[src/rtl/parity_check_arbiter.sv]
// parity_check_arbiter: round-robin shares one parity checker among NUM_REQ
// requesters and keeps a saturating mismatch counter per requester.
// Ports:
//   clk, rst                       clock, async active-high reset
//   req_valid/req_ready            per-requester handshake (ready one-hot/0)
//   req_data_1/2, req_sel          packed operands, requester i at slice i
//   req_parity                     expected parity bit per requester
//   rsp_valid/rsp_ready            result handshake
//   rsp_id, rsp_err                owner of the result, 1 = mismatch
//   err_cnt, err_cnt_clr           packed counters, synchronous clear
//   busy                           high while not idle
module parity_check_arbiter #(
  parameter int DATA_WIDTH = 16,
  parameter int SEL_WIDTH  = 3,
  parameter int NUM_REQ    = 4,
  parameter int CNT_WIDTH  = 8,
  localparam int ID_W      = $clog2(NUM_REQ)
) (
  input  logic                            clk,
  input  logic                            rst,
  input  logic [NUM_REQ-1:0]              req_valid,
  output logic [NUM_REQ-1:0]              req_ready,
  input  logic [NUM_REQ*DATA_WIDTH-1:0]   req_data_1,
  input  logic [NUM_REQ*DATA_WIDTH-1:0]   req_data_2,
  input  logic [NUM_REQ*SEL_WIDTH-1:0]    req_sel,
  input  logic [NUM_REQ-1:0]              req_parity,
  output logic                            rsp_valid,
  input  logic                            rsp_ready,
  output logic [ID_W-1:0]                 rsp_id,
  output logic                            rsp_err,
  output logic [NUM_REQ*CNT_WIDTH-1:0]    err_cnt,
  input  logic                            err_cnt_clr,
  output logic                            busy
);

  typedef enum logic [1:0] {
    IDLE,
    CHECK,
    RESP
  } state_t;

  state_t state_q, state_d;

  logic [ID_W-1:0]       rr_ptr_q, rr_ptr_d;
  logic [DATA_WIDTH-1:0] d1_q, d1_d;
  logic [DATA_WIDTH-1:0] d2_q, d2_d;
  logic [SEL_WIDTH-1:0]  sel_q, sel_d;
  logic                  par_q, par_d;
  logic [ID_W-1:0]       id_q, id_d;
  logic                  rsp_err_q, rsp_err_d;
  logic [ID_W-1:0]       rsp_id_q, rsp_id_d;

  logic [NUM_REQ-1:0][CNT_WIDTH-1:0] cnt_q, cnt_d;

  logic            gnt_found;
  logic [ID_W-1:0] gnt_id;

  // First valid requester at or above rr_ptr, wrapping past NUM_REQ-1.
  always_comb begin
    gnt_found = 1'b0;
    gnt_id    = '0;
    for (int k = 0; k < NUM_REQ; k++) begin
      if (!gnt_found &&
          req_valid[(int'(rr_ptr_q) + k) % NUM_REQ]) begin
        gnt_found = 1'b1;
        gnt_id    = ID_W'((int'(rr_ptr_q) + k) % NUM_REQ);
      end
    end
  end

  always_comb begin
    state_d   = state_q;
    rr_ptr_d  = rr_ptr_q;
    d1_d      = d1_q;
    d2_d      = d2_q;
    sel_d     = sel_q;
    par_d     = par_q;
    id_d      = id_q;
    rsp_err_d = rsp_err_q;
    rsp_id_d  = rsp_id_q;
    cnt_d     = cnt_q;
    req_ready = '0;

    case (state_q)
      IDLE: begin
        if (gnt_found) begin
          req_ready[gnt_id] = 1'b1;
          d1_d  = req_data_1[int'(gnt_id)*DATA_WIDTH +: DATA_WIDTH];
          d2_d  = req_data_2[int'(gnt_id)*DATA_WIDTH +: DATA_WIDTH];
          sel_d = req_sel[int'(gnt_id)*SEL_WIDTH +: SEL_WIDTH];
          par_d = req_parity[gnt_id];
          id_d  = gnt_id;
          state_d = CHECK;
        end
      end
      CHECK: begin
        rsp_err_d = par_q ^ (^{d1_q, d2_q, sel_q});
        rsp_id_d  = id_q;
        state_d   = RESP;
      end
      RESP: begin
        if (rsp_ready) begin
          if (rsp_err_q && (cnt_q[rsp_id_q] != '1)) begin
            cnt_d[rsp_id_q] = cnt_q[rsp_id_q] + CNT_WIDTH'(1);
          end
          if (rsp_id_q == ID_W'(NUM_REQ - 1)) begin
            rr_ptr_d = '0;
          end else begin
            rr_ptr_d = rsp_id_q + ID_W'(1);
          end
          state_d = IDLE;
        end
      end
      default: state_d = IDLE;
    endcase

    // Clear overrides a coincident increment.
    if (err_cnt_clr) begin
      cnt_d = '0;
    end
  end

  always_ff @(posedge clk or posedge rst) begin
    if (rst) begin
      state_q   <= IDLE;
      rr_ptr_q  <= '0;
      d1_q      <= '0;
      d2_q      <= '0;
      sel_q     <= '0;
      par_q     <= 1'b0;
      id_q      <= '0;
      rsp_err_q <= 1'b0;
      rsp_id_q  <= '0;
      cnt_q     <= '0;
    end else begin
      state_q   <= state_d;
      rr_ptr_q  <= rr_ptr_d;
      d1_q      <= d1_d;
      d2_q      <= d2_d;
      sel_q     <= sel_d;
      par_q     <= par_d;
      id_q      <= id_d;
      rsp_err_q <= rsp_err_d;
      rsp_id_q  <= rsp_id_d;
      cnt_q     <= cnt_d;
    end
  end

  assign rsp_valid = (state_q == RESP);
  assign busy      = (state_q != IDLE);
  assign rsp_id    = rsp_id_q;
  assign rsp_err   = rsp_err_q;
  assign err_cnt   = cnt_q;

endmodule
[config.mk]
export PLATFORM = sky130hd
export DESIGN_NAME = parity_check_arbiter
export DESIGN_NICKNAME = d
export VERILOG_FILES = /design/src/rtl/parity_check_arbiter.sv
export SDC_FILE = /design/constraint.sdc
export NUM_CORES = 1
export LEC_CHECK = 0
export ABC_CLOCK_PERIOD_IN_PS = 5050
export CAP_MARGIN = 10
export CORE_MARGIN = 4
export CORE_UTILIZATION = 25
export CTS_CLUSTER_DIAMETER = 40
export DETAILED_ROUTE_END_ITERATION = 16
export PLACE_DENSITY_LB_ADDON = 0.3
export RECOVER_POWER = 50
export SLEW_MARGIN = 20
export SYNTH_ARGS = -nofsm -noshare
export SYNTH_HDL_FRONTEND = slang
export SYNTH_SLANG_ARGS = --single-unit
[constraint.sdc]
create_clock -name clk -period 5.05 [get_ports clk]
set_input_delay 1.2625 -clock clk [delete_from_list [all_inputs] [get_ports clk]]
set_output_delay 1.2625 -clock clk [all_outputs]
set_load 0.1 [all_outputs]
==> impl_metrics.yaml <==
run_status:
  status: "finished with violations"
  violations: "max-capacitance violations, max-slew violations"
sta:
  finalSetupTns_ns: 0
  period_share_pct: 90.4
  tightest_slew_ns: 2.30
  setup_viol_count_final: 0
  period_needed_ns: 4.56
  fmax_ghz: 0.219
  hold_violations: 0
  maxSlewViolCount: 77
  fin_skew_ns: 0.00895
  relSlewSlack_pct: -53.9
  rsz0062_at_grt: "no"
yosys:
  synth_edf_count: 0
  synth.avg_cell_area_um2: 9.05
  synth_fp_nets: 703
  syn_area_um2: 4940
  ys_seq_area_share_pct: 39.0
  yosys_warnings: 0
  synth_compound_area_share_pct: 15.5
  syn_inst: 546
  ys_ff_latch: 77
  synth_top_family_by_area: "simple AND/OR/NAND/NOR gates"
  synth-adder-area-share_pct: 1.27
  synth_simple_gate_area_share_pct: 24.2
  synth_cell_types: 37
  synthArstFlopShare_pct: 100
  synthMuxAreaShare_pct: 7.88
  synth-main-ff-cell: "dfrtp_1"
  synth-xor-area-share_pct: 7.37
power_and_ir_drop:
  clockPowerShare_pct: 17.0
  ir_drop_uv: 255
  power.share.combinational_pct: 58.5
  pwr-share-seq_pct: 24.5
  sw_frac_of_total_pct: 42.2
  switching_power_mw: 1.69
  power.leakage_nw: 3.01
  power.density_nw_per_um2: 540
  p_int_mw: 2.31
worst_setup_path:
  cp_max_fo: 19
  worst_ep_arrival_time_ns: 3.30
  crit_type: "in -> out"
  crit_path_end_kind: "primary output"
  critical_path_required_ns: 3.79
  startpoint_type: "primary input"
detailed_routing:
  highest_layer: "met4"
  wire_per_inst_um: 15.0
  met2WireLength_mm: 6.87
  antenna_left: 0
  vias: 4437
  wl_met3_mm: 1.41
  wl_mm: 14.8
  met1Wirelength_mm: 6.32
  route.detailed.drc: 0
  first_pass_iters: 4
  drt_iter0_markers: 105
  viasPerCell: 4.50
final_layout:
  design_area_um2: 7410
  fin_nets: 872
  layout-drive-gt1-share_pct: 6.53
  syn_to_final_growth_pct: 50.0
  antenna_cells: 0
cts:
  root_buffer: "clkbuf_16"
  clock-sinks: 77
  ctsResizeCount: 0
  cts_setup_buffers: 0
  clkLatencyLatePin_ns: 0.34
  htreeDepth: 3
  cts_buffers: 9
  ctsHoldBuffers: 0
  cts_tree: "built"
  clk_path_buf_depth: 2
  clkSlewWorstSetupHoldPaths_ns: 0.06
floorplanning:
  coreArea_um2: 19500
  die_x_um: 149
  io-pin-count: 193
  die-area_um2: 22100
  fp-row-count: 51
  start_util_pct: 25.4
  fp.dieH_um: 149
global_route:
  gr-total-overflow: 0
  grt_first_pass_wirelength_mm: 23.1
  grt_max_degree: 58
  grt_pass1_vias: 4473
  grt_usage_pct: 13.3
  antenna_found_initial: 0
place:
  port_buffers: 192
  routabilityCongestion: 0.790
  dpl.hpwl_mm: 11.2
  postPlaceCellArea_um2: 7130
worst_hold_path:
  hold_class: "reg -> reg"
job:
  cap_violations: 3
[flip-flops by register name, summed over array words and instances, names as in the netlist, 2 cells and up]
register,cells
sel_q,3
err_cnt,32
d2_q,16
id_q,2
d1_q,16
rr_ptr_q,2
state_q,2
rsp_id,2
[Yosys cell counts (5+ instances only)]
| master | n | area [um2] |
|---|---|---|
| nand2_1 | 120 | 450 |
| inv_1 | 8 | 30.0 |
| nor2_1 | 33 | 124 |
| and3_1 | 38 | 238 |
| o31ai_1 | 37 | 278 |
| and2_0 | 5 | 31.3 |
| clkbuf_1 | 36 | 135 |
| and2_1 | 32 | 200 |
| mux2i_1 | 16 | 160 |
| buf_6 | 6 | 67.6 |
| xor2_1 | 5 | 43.8 |
| dfrtp_1 | 77 | 1930 |
| a211oi_1 | 48 | 360 |
| ha_1 | 5 | 62.6 |
| xnor2_1 | 34 | 298 |
[final timing paths]
kind,startpoint,end,slack (ns),cells past startpoint
setup / recovery,req_valid[0],req_ready[1],0.49,6
hold / removal,id_q[0]$_DFFE_PP0P_,id_q[0]$_DFFE_PP0P_,0.48,2
setup reg to reg,rsp_id[0]$_DFFE_PP0N_,err_cnt[30]$_DFFE_PP0P_,1.14,6
hold reg to reg,id_q[0]$_DFFE_PP0P_,id_q[0]$_DFFE_PP0P_,0.48,2
max in group asynchronous,rst,d1_q[13]$_DFFE_PP0P_,1.54,3
min in group asynchronous,rst,d2_q[0]$_DFFE_PP0P_,1.99,2
[layer usage]
layer	GRT usage (%)	vias to the layer above
met5	0	-
met4	4.16	0
met3	4.60	11
met2	22.1	167
met1	16.3	2011
li1	-	2248
[power by group through the flow]
stage	Combinational [mW]	Sequential (mW)	Clock (mW)
2_1_floorplan	1.72	1.06	0
3_3_place_gp	2.41	0.991	0
3_5_place_dp	2.42	1.00	0
4_1_cts	2.43	0.988	0.700
5_1_grt	2.59	1.01	0.728
6_report	2.34	0.981	0.679
[cell families (layout without fill, tap and decap cells)]
logic type,Yosys count,in the layout
AND/OR/NAND/NOR,244,244
adder cells (fa/ha/maj),5,5
buffers and inverters,52,226
AO/OA/AOI/OAI,101,101
XOR/XNOR,40,40
flip-flops,77,77
multiplexers,27,27
[critical path, cell delays in order]
cell,delay [ns]
dlygate4sd3_1,0.60
a21oi_1,0.08
o21ai_1,0.25
a21o_1,0.59
and3_1,0.31
buf_12,0.18
[placed cells by master (no fill, tap or decap), types with 7 or more instances in the layout]
| cell | count |
|---|---|
| a211oi_1 | 48 |
| and2_1 | 32 |
| and3_1 | 38 |
| buf_4 | 7 |
| clkbuf_16 | 9 |
| clkdlybuf4s50_1 | 185 |
| dfrtp_1 | 77 |
| inv_1 | 7 |
| mux2i_1 | 16 |
| nand2_1 | 121 |
| nor2_1 | 33 |
| o31ai_1 | 37 |
| xnor2_1 | 34 |
[cell type report]
type | count | area (um2)
Fill cell | 1975 | 12100
Multi-Input combinational cell | 417 | 2780
Timing Repair Buffer | 200 | 2020
Sequential cell | 77 | 1930
Tap cell | 265 | 332
Clock buffer | 13 | 270
Clock inverter | 3 | 42.5
Inverter | 10 | 38.8
[metrics by stage]
stage          std cells  util [%]  power (mW)  setup WS [ns]  hold WS [ns]
6_report             985      38.1        4.00          0.487         0.482
5_1_grt              985      38.1        4.33          0.370         0.513
4_1_cts              985      38.3        4.11          0.744         0.489
3_5_place_dp         969      36.7        3.42          0.749         0.475
3_3_place_gp         969      36.7        3.40          0.748         0.462
2_1_floorplan        546         -        2.78          0.494         0.442
No activity file was read; power rests on OpenSTA's default activity.
